===== src/rtl/hex_dumper.sv =====
// Streams a memory byte range as ASCII Intel HEX: data records (type 00) followed by one EOF record.
// Memory reads go through a one-cycle-latency read port. Characters leave on a byte-wide valid/ready stream.
module hex_dumper #(
  parameter int RECORD_BYTES = 16
) (
  input  logic        clk_74a,
  input  logic        reset,
  input  logic        start,
  input  logic [15:0] start_addr,
  input  logic [16:0] length,
  output logic        busy,
  output logic        done,
  output logic        mem_rd,
  output logic [15:0] mem_addr,
  input  logic [7:0]  mem_data,
  output logic        out_valid,
  input  logic        out_ready,
  output logic [7:0]  out_data,
  output logic [3:0]  dbg_state
);

  // Stream handshake: a byte moves when out_valid and out_ready are both high on a clk_74a edge.
  // Once out_valid is raised, out_data holds its value and out_valid stays high until that handshake.
  typedef enum logic [3:0] {
    S_IDLE, S_COLON, S_LEN, S_ADDR, S_TYPE, S_FETCH, S_WAIT,
    S_DATA, S_CKSUM, S_CR, S_LF, S_EOF, S_FIN
  } state_t;

  state_t      state;
  logic [1:0]  nib;
  logic [3:0]  eof_idx;
  logic [15:0] addr;
  logic [16:0] remaining;
  logic [7:0]  rec_len;
  logic [7:0]  rec_cnt;
  logic [7:0]  sum;
  logic [7:0]  data_byte;

  logic        fire;
  logic [7:0]  sum_with_data;
  logic [7:0]  ck_final;
  logic [7:0]  ck_cur;
  logic [7:0]  rec_len_start;
  logic [7:0]  rec_len_next;

  function automatic logic [7:0] hex_char(input logic [3:0] n);
    return (n < 4'd10) ? (8'h30 + {4'h0, n}) : (8'h37 + {4'h0, n});
  endfunction

  function automatic logic [7:0] clip_len(input logic [16:0] r);
    return (r > 17'(RECORD_BYTES)) ? 8'(RECORD_BYTES) : r[7:0];
  endfunction

  function automatic logic [3:0] addr_nib(input logic [15:0] a, input logic [1:0] k);
    case (k)
      2'd0:    return a[15:12];
      2'd1:    return a[11:8];
      2'd2:    return a[7:4];
      default: return a[3:0];
    endcase
  endfunction

  // Fixed EOF record ":00000001FF" CR LF, indexed 0..12.
  function automatic logic [7:0] eof_char(input logic [3:0] i);
    case (i)
      4'd0:        return 8'h3A;
      4'd8:        return 8'h31;
      4'd9, 4'd10: return 8'h46;
      4'd11:       return 8'h0D;
      4'd12:       return 8'h0A;
      default:     return 8'h30;
    endcase
  endfunction

  assign fire          = out_valid & out_ready;
  assign sum_with_data = sum + data_byte;
  assign ck_final      = 8'h00 - sum_with_data;
  assign ck_cur        = 8'h00 - sum;
  assign rec_len_start = clip_len(length);
  assign rec_len_next  = clip_len(remaining);
  assign dbg_state     = state;

  // The next character is loaded on the same edge that accepts the current one, so header and
  // checksum fields sustain one character per cycle.
  always_ff @(posedge clk_74a) begin
    if (reset) begin
      state     <= S_IDLE;
      busy      <= 1'b0;
      done      <= 1'b0;
      mem_rd    <= 1'b0;
      mem_addr  <= 16'h0000;
      out_valid <= 1'b0;
      out_data  <= 8'h00;
      nib       <= 2'd0;
      eof_idx   <= 4'd0;
      addr      <= 16'h0000;
      remaining <= 17'd0;
      rec_len   <= 8'd0;
      rec_cnt   <= 8'd0;
      sum       <= 8'd0;
      data_byte <= 8'd0;
    end else begin
      done   <= 1'b0;
      mem_rd <= 1'b0;
      case (state)
        S_IDLE: begin
          if (start) begin
            busy      <= 1'b1;
            addr      <= start_addr;
            remaining <= length;
            out_valid <= 1'b1;
            out_data  <= 8'h3A;
            nib       <= 2'd0;
            eof_idx   <= 4'd0;
            if (length == 17'd0) begin
              state <= S_EOF;
            end else begin
              rec_len <= rec_len_start;
              rec_cnt <= rec_len_start;
              state   <= S_COLON;
            end
          end
        end
        S_COLON: begin
          if (fire) begin
            sum      <= 8'd0;
            nib      <= 2'd0;
            out_data <= hex_char(rec_len[7:4]);
            state    <= S_LEN;
          end
        end
        S_LEN: begin
          if (fire) begin
            if (nib == 2'd0) begin
              nib      <= 2'd1;
              out_data <= hex_char(rec_len[3:0]);
            end else begin
              sum      <= sum + rec_len;
              nib      <= 2'd0;
              out_data <= hex_char(addr[15:12]);
              state    <= S_ADDR;
            end
          end
        end
        S_ADDR: begin
          if (fire) begin
            if (nib != 2'd3) begin
              nib      <= nib + 2'd1;
              out_data <= hex_char(addr_nib(addr, nib + 2'd1));
            end else begin
              sum      <= sum + addr[15:8] + addr[7:0];
              nib      <= 2'd0;
              out_data <= 8'h30;
              state    <= S_TYPE;
            end
          end
        end
        S_TYPE: begin
          if (fire) begin
            if (nib == 2'd0) begin
              nib      <= 2'd1;
              out_data <= 8'h30;
            end else begin
              nib       <= 2'd0;
              out_valid <= 1'b0;
              mem_rd    <= 1'b1;
              mem_addr  <= addr;
              state     <= S_FETCH;
            end
          end
        end
        S_FETCH: state <= S_WAIT;
        S_WAIT: begin
          data_byte <= mem_data;
          out_data  <= hex_char(mem_data[7:4]);
          out_valid <= 1'b1;
          nib       <= 2'd0;
          state     <= S_DATA;
        end
        S_DATA: begin
          if (fire) begin
            if (nib == 2'd0) begin
              nib      <= 2'd1;
              out_data <= hex_char(data_byte[3:0]);
            end else begin
              nib       <= 2'd0;
              sum       <= sum_with_data;
              addr      <= addr + 16'd1;
              remaining <= remaining - 17'd1;
              rec_cnt   <= rec_cnt - 8'd1;
              if (rec_cnt != 8'd1) begin
                out_valid <= 1'b0;
                mem_rd    <= 1'b1;
                mem_addr  <= addr + 16'd1;
                state     <= S_FETCH;
              end else begin
                out_data <= hex_char(ck_final[7:4]);
                state    <= S_CKSUM;
              end
            end
          end
        end
        S_CKSUM: begin
          if (fire) begin
            if (nib == 2'd0) begin
              nib      <= 2'd1;
              out_data <= hex_char(ck_cur[3:0]);
            end else begin
              nib      <= 2'd0;
              out_data <= 8'h0D;
              state    <= S_CR;
            end
          end
        end
        S_CR: begin
          if (fire) begin
            out_data <= 8'h0A;
            state    <= S_LF;
          end
        end
        S_LF: begin
          if (fire) begin
            out_data <= 8'h3A;
            if (remaining != 17'd0) begin
              rec_len <= rec_len_next;
              rec_cnt <= rec_len_next;
              state   <= S_COLON;
            end else begin
              eof_idx <= 4'd0;
              state   <= S_EOF;
            end
          end
        end
        S_EOF: begin
          if (fire) begin
            if (eof_idx == 4'd12) begin
              out_valid <= 1'b0;
              done      <= 1'b1;
              state     <= S_FIN;
            end else begin
              eof_idx  <= eof_idx + 4'd1;
              out_data <= eof_char(eof_idx + 4'd1);
            end
          end
        end
        S_FIN: begin
          busy  <= 1'b0;
          state <= S_IDLE;
        end
        default: state <= S_IDLE;
      endcase
    end
  end

endmodule

===== config.mk =====
export PLATFORM = sky130hd
export DESIGN_NAME = hex_dumper
export DESIGN_NICKNAME = d
export VERILOG_FILES = /design/src/rtl/hex_dumper.sv
export SDC_FILE = /design/constraint.sdc
export NUM_CORES = 1
export LEC_CHECK = 0
export ABC_CLOCK_PERIOD_IN_PS = 3000
export CAP_MARGIN = 20
export CORE_ASPECT_RATIO = 1.2
export CORE_MARGIN = 1
export CORE_UTILIZATION = 53
export CTS_BUF_LIST = sky130_fd_sc_hd__clkbuf_4
export DETAILED_ROUTE_END_ITERATION = 10
export PLACE_DENSITY = 0.77
export SETUP_SLACK_MARGIN = 0.4
export SYNTH_ARGS = -nofsm -noshare
export SYNTH_HDL_FRONTEND = slang
export SYNTH_SLANG_ARGS = --single-unit

===== constraint.sdc =====
create_clock -name clk_74a -period 3 [get_ports clk_74a]
set_input_delay 0.6 -clock clk_74a [delete_from_list [all_inputs] [get_ports clk_74a]]
set_output_delay 0.6 -clock clk_74a [all_outputs]
set_load 0.05 [all_outputs]

==> results of run 1 <==
state kept, by name, summed over array words and instances, names as in the netlist:
signal / count
data_byte: 8
mem_rd: 1
done: 1
out_valid: 1
rec_cnt: 8
addr: 16
remaining: 17
nib: 2
busy: 1
rec_len: 8
out_data: 7
eof_idx: 4
mem_addr: 16
dbg_state: 4
sum: 8
placed cells by master, fill, tap and decap left out, drive strengths merged, types with 11 or more instances in the layout:
master,synthesis,final
nor2,133,133
nand2,112,112
dfxtp,102,102
a21oi,97,97
buf,28,81
clkdlybuf4s50,0,71
o21ai,63,63
inv,48,52
a211oi,47,47
ha,44,44
xnor2,38,38
nor3,38,38
nand3,25,25
xor2,19,19
a311oi,18,18
nand2b,16,16
nor4,16,16
o22ai,15,15
a31oi,14,14
a22oi,12,12
or3,11,11
o211ai,11,11
cells by family after synthesis:
group | after synthesis | synth area share [%]
AOI/OAI and AO/OA | 343 | 27.6
xor gates and xnor gates | 57 | 6.11
adders and majority gates | 54 | 9.05
buffers and inverters | 122 | 6.17
DFF | 102 | 24.6
muxes | 8 | 0.995
other | 1 | 0.0452
and+or+nand+nor | 427 | 25.4
power groups by stage:
stage	sequential, mW	clock [mW]	combinational (mW)
6_report	1.92	0.767	3.04
5_1_grt	1.95	0.820	3.31
4_1_cts	1.89	0.777	2.90
3_5_place_dp	1.92	0	2.85
3_3_place_gp	1.92	0	2.81
2_1_floorplan	1.96	0	1.94
layer usage:
metal  GRT usage [%]  part of all wire, %  wire length [um]  vias up
met1            37.4                   40             10300     4178
met3            4.06                  6.2              1590       80
met5               0                    0                 0        -
met4            18.2                  4.9              1250        0
li1                -                    -                 -     4247
met2            51.8                   49             12500      402
cell usage after synthesis (6+ instances only):
| cell | count |
|---|---|
| fa_1 | 10 |
| o21ai_0 | 61 |
| nor2_1 | 133 |
| a22oi_1 | 12 |
| o211ai_1 | 10 |
| nand2_1 | 112 |
| nor3_1 | 36 |
| nor2b_1 | 10 |
| buf_2 | 18 |
| inv_1 | 48 |
| and3_1 | 9 |
| mux2i_1 | 6 |
| nor4_1 | 13 |
| ha_1 | 44 |
| a211oi_1 | 46 |
| o22ai_1 | 15 |
| nand4_1 | 9 |
| dfxtp_1 | 102 |
| clkbuf_1 | 44 |
| a311oi_1 | 18 |
| nand3_1 | 24 |
| xnor2_1 | 38 |
| or3_1 | 11 |
| a21oi_1 | 96 |
| a221oi_1 | 6 |
| a21o_1 | 10 |
| xor2_1 | 18 |
| nand2b_1 | 16 |
| and2_1 | 9 |
| a31oi_1 | 14 |
area by class of cell:
cell class / instances / area share [%]
antenna: 1 / 0.0248
tap: 204 / 2.53
clock buffer: 9 / 0.671
sequential: 102 / 20.4
inverter: 49 / 1.83
multi-input combinational: 890 / 60.0
timing repair buffer: 155 / 13.8
clock inverter: 7 / 0.733
through the flow:
stage	power (mW)	cells	utilization, %	area (um^2)
final	5.73	1417	66.5	10100
after global routing	6.08	1417	66.5	10100
after CTS	5.57	1405	64.7	9790
after detailed placement	4.77	1380	62.8	9500
after global placement	4.73	1380	62.8	9500
after floorplan	3.90	1114	-	8350
critical path: stages, from the launching register on:
cell	delay, ps
dfxtp_2	390
ha_4	140
inv_2	40
fa_2	370
nand2b_4	180
buf_4	140
buf_4	120
a2111o_1	410
o211ai_4	160
nor4_4	80
or2_1	250
or3_1	360
a211oi_2	170
final timing paths:
check                      from             to  cells past startpoint
setup reg to reg   data_byte[0]    out_data[6]                     12
hold / removal    remaining[16]  remaining[16]                      2
hold reg to reg   remaining[16]  remaining[16]                      2
setup / recovery   data_byte[0]    out_data[6]                     12
what timing repair did:
item	4_1_cts	5_1_grt
hold endpoints to repair	0	0
setup endpoints to repair	18	50
setup buffers	9	11
resized for setup	25	45
pin swaps	16	33
==> flow_summary.yaml, run 1 <==
routing:
  num_vias: 8907
  viasPerCell: 6.29
  dr.pass1.iters: 8
  drtAntennaViolNets: 0
  drt_iter0_markers: 745
  wl_per_cell_um: 18.1
  wirelength_mm: 25.6
  route.detailed.drc: 0
synth:
  synth_area_leaders: "dfxtp_1, ha_1, nor2_1, a21oi_1, nand2_1"
  synth.avg_cell_area_um2: 7.45
  synth_edf_count: 0
  synth_ff_type: "dfxtp_1"
  ys_warn_count: 0
  synth.distinct_cells: 86
  synthArstFlopShare_pct: 0
  synth_top_area_share_pct: 24.6
  netlist_area_um2: 8300
  syn_nets: 1213
  synth_top_cell_by_area: "dfxtp_1"
  syn_inst: 1114
  ys_ff_latch: 102
  ys_seq_area_share_pct: 24.6
clock_tree:
  cts_max_level: 3
  cts_tree: "done"
  clk_pin_slew_ps: 200
  clkLatencyLatePin_ps: 530
  clockRootBuffer: "clkbuf_4"
  clock-sinks: 102
  cts_buffers: 9
  cts_buffer_depth: 2
  cts_hold_buffers: 0
floorplanning:
  fp.dieW_um: 116
  die_y_um: 139
  ios: 77
  die-area_um2: 16200
  rows: 49
  core_region_area_um2: 15100
  initial_utilization_pct: 54.8
pwr:
  sequentialPowerShare_pct: 33.5
  switching_share_pct: 47.7
  power_density_nw_per_um2: 569
  ir_drop_mv: 0.397
  power_switching_mw: 2.73
  combPwrFrac_pct: 53.1
  power.share.clock_pct: 13.4
  p_int_mw: 3.00
  leakagePower_nw: 3.62
timing:
  hold_viol_final: 0
  tns_ps: 0
  hold_ws_ps: 481
  rsz0062_at_grt: "true"
  relSlewSlack_pct: 48.3
  fmax_mhz: 345
  fin_crit_ps: 2900
  layout_setup_ws_ps: 99.2
  finalCritPeriodShare_pct: 96.7
  drv_slew: 0
  worst_slew_pin_slew_ps: 770
  skew_ps: 29.1
  setup_viol_count_final: 0
cells_and_area:
  fin_nets: 1306
  seq_area_um2: 2060
  n_fill_cell: 1370
  area_delta_synth_final_pct: 21.5
  multiInputGateArea_um2: 6040
  drive_gt1_share_pct: 14.4
worst_setup_path:
  worstSetupPathType: "reg -> reg"
  arrival_ps: 3350
  critPathMaxFanout: 3
  ff2ff_setup_slack_ps: 100
  startpoint_type: "flip-flop"
  cp.required_ps: 3450
  worstSetupEndpointType: "flip-flop"
placement:
  hpwlAfterDp_mm: 18.6
  place_congestion: 0.954
  portBuffers: 75
  pre_cts_ws_ps: -13.9
global_route:
  antenna_found_initial: 2
  grt_max_degree: 55
  grt_pass1_wl_mm: 39.5
  overflow: 0
  grt_pass1_vias: 8084
  grt_usage_pct: 31.0
job:
  maxCapViolations: 0
hold_path:
  min_path_type: "reg -> reg"
outcome:
  outcome: "complete, no violations"
(Power assumes the default switching activity.)
==> run 2, diff against run 1 <==
CORE_MARGIN = default   (was 1)
REMOVE_ABC_BUFFERS = 1   (was default)
==> run 2 against run 1 <==
  * Design area up 1.2%
  * Register-to-register slack about the same
  * Worst setup slack worse by 5.1 ps
  * Hold slack worse by 3.9 ps
  * Clock skew down 12 ps
  * Fmax down 0.18%
  * Sequential power about the same
  * Critical endpoint unchanged
  * Largest cell class unchanged
==> flow_summary.yaml, run 2 (synthesis results as in run 1) <==
outcome:
  outcome: "complete, no violations"
routing:
  drtAntennaViolNets: 0
  viasPerCell: 6.20
  wirelength_mm: 25.9
  dr.pass1.iters: 9
  num_vias: 8840
  route.detailed.drc: 0
  wl_per_cell_um: 18.2
  drt_iter0_markers: 822
cells_and_area:
  drive_gt1_share_pct: 15.5
  final_area_um2: 10200
  largest_register_ffs: 17
  stdcell_count: 1425
  max_flop_register: "remaining"
  final_cell_mix: "nor2_1, nand2_1, dfxtp_1"
  fin_nets: 1314
  area_delta_synth_final_pct: 22.9
  layout_commonest_cell: "nor2_1"
  top_regs: "remaining: 17 flops, addr: 16 flops, mem_addr: 16 flops"
timing:
  setup_viol_count_final: 0
  hold_viol_final: 0
  rsz0062_at_grt: "true"
  worst_slew_pin_slew_ps: 756
  layout_setup_ws_ps: 94.1
  hold_ws_ps: 477
  fin_crit_ps: 2910
  relSlewSlack_pct: 49.2
  skew_ps: 16.9
  finalCritPeriodShare_pct: 96.9
  fmax_mhz: 344
  drv_slew: 0
worst_setup_path:
  startpoint_type: "flip-flop"
  crit_chain: "ha_4, inv_2, fa_2, nand2b_4, a21oi_4, xor2_4, o21a_1, or2_4, ha_4, o31ai_2, a21boi_2, or3_1, a211oi_2"
  slowest_delay_ps: 390
  ff2ff_setup_slack_ps: 90
  worstSetupEndpointType: "flip-flop"
  crit_path_start: "sum[0]"
  critPathMaxFanout: 4
  crit_slowest_cell: "dfxtp_2"
  cp.required_ps: 3440
  arrival_ps: 3350
  worstSetupPathType: "reg -> reg"
  crit_top_cell: "ha_4"
  reg2reg_from: "sum[0]"
hold_path:
  min_path_type: "reg -> reg"
  min_from: "remaining[16]"
placement:
  portBuffers: 75
  hpwlAfterDp_mm: 18.7
  place_congestion: 0.941
  dp.cells: 1389
  placed_cell_area_um2: 9530
  pre_cts_ws_ps: -22.4
floorplanning:
  die-area_um2: 16200
  fp.dieW_um: 116
  initial_utilization_pct: 54.8
  ios: 77
  rows: 49
  core_region_area_um2: 15100
  die_y_um: 139
clock_tree:
  cts_buffer_depth: 2
  cts_max_level: 3
  cts_hold_buffers: 0
  clock-sinks: 102
  cts_buffers: 9
  clockRootBuffer: "clkbuf_4"
  clk_pin_slew_ps: 170
  clkLatencyLatePin_ps: 510
  cts_tree: "done"
job:
  maxCapViolations: 0
global_route:
  antenna_found_initial: 1
  grt_usage_pct: 31.9
  overflow: 0
  grt_pass1_vias: 8210
  grt_pass1_wl_mm: 40.6
  grt_max_degree: 55
pwr:
  leakagePower_nw: 3.67
  ir_drop_mv: 0.346
  total_power_mw: 5.78
  power_density_nw_per_um2: 567
-- run 2: cell types whose count changed in the layout (fill, tap and decap cells not counted), moves of 2 or more --
cell / previous run / this run
buf_4: 74 / 80
a21oi_1: 93 / 90
a21oi_2: 3 / 6
a221oi_1: 5 / 3
a221oi_2: 1 / 3
dfxtp_2: 7 / 9
ha_1: 41 / 39
ha_4: 2 / 4
nor3_1: 31 / 33
o21ai_1: 1 / 3
-- run 2: final timing paths --
kind | end | cells past startpoint
max | out_data[6] | 13
max reg2reg | out_data[6] | 13
min | remaining[16] | 2
min reg2reg | remaining[16] | 2
-- run 2: what timing repair did --
item / in CTS / in global routing
gates resized for setup: 40 / 54
endpoints found under the setup margin: 21 / 62
buffers inserted: 10 / 9
pin swaps: 24 / 35
cloned: 0 / 0
-- run 2: area by class of cell --
class | instances | area (um^2)
Multi-Input combinational cell | 890 | 6080
Sequential cell | 102 | 2060
Inverter | 49 | 184
Fill cell | 1324 | 4940
Antenna cell | 1 | 2.50
Tap cell | 204 | 255
Timing Repair Buffer | 163 | 1470
Clock inverter | 7 | 81.3
Clock buffer | 9 | 67.6
-- run 2: metrics by stage --
step / util (%) / setup TNS (ps)
final: 67.3 / 0
after global routing: 67.3 / 0
after CTS: 65.2 / 0
after detailed placement: 62.9 / -22.4
after global placement: 62.9 / 0
after floorplan: - / -23420
-- run 2: worst max-delay path: cells and delay by family (launching register included) --
family                   cells  cell delay, ps
XOR/XNOR                     1             130
flip-flops                   1             390
adder cells (fa/ha/maj)      3             710
buffers and inverters        1              30
AO/OA/AOI/OAI                5             760
AND/OR/NAND/NOR              3             810
-- run 2: routing by layer --
| metal | vias up | track usage (%) | part of all wire, % |
|---|---|---|---|
| met2 | 383 | 52.9 | 50 |
| li1 | 4261 | - | - |
| met5 | - | 0 | 0 |
| met1 | 4125 | 39.8 | 40 |
| met4 | 0 | 17.1 | 4.1 |
| met3 | 71 | 3.85 | 6.0 |
-- run 2: power breakdown --
group | switching [mW] | internal (mW) | leakage [nW]
sequential | 0.352 | 1.57 | 0.837
clock | 0.535 | 0.267 | 0.0780
combinational | 1.81 | 1.26 | 2.75
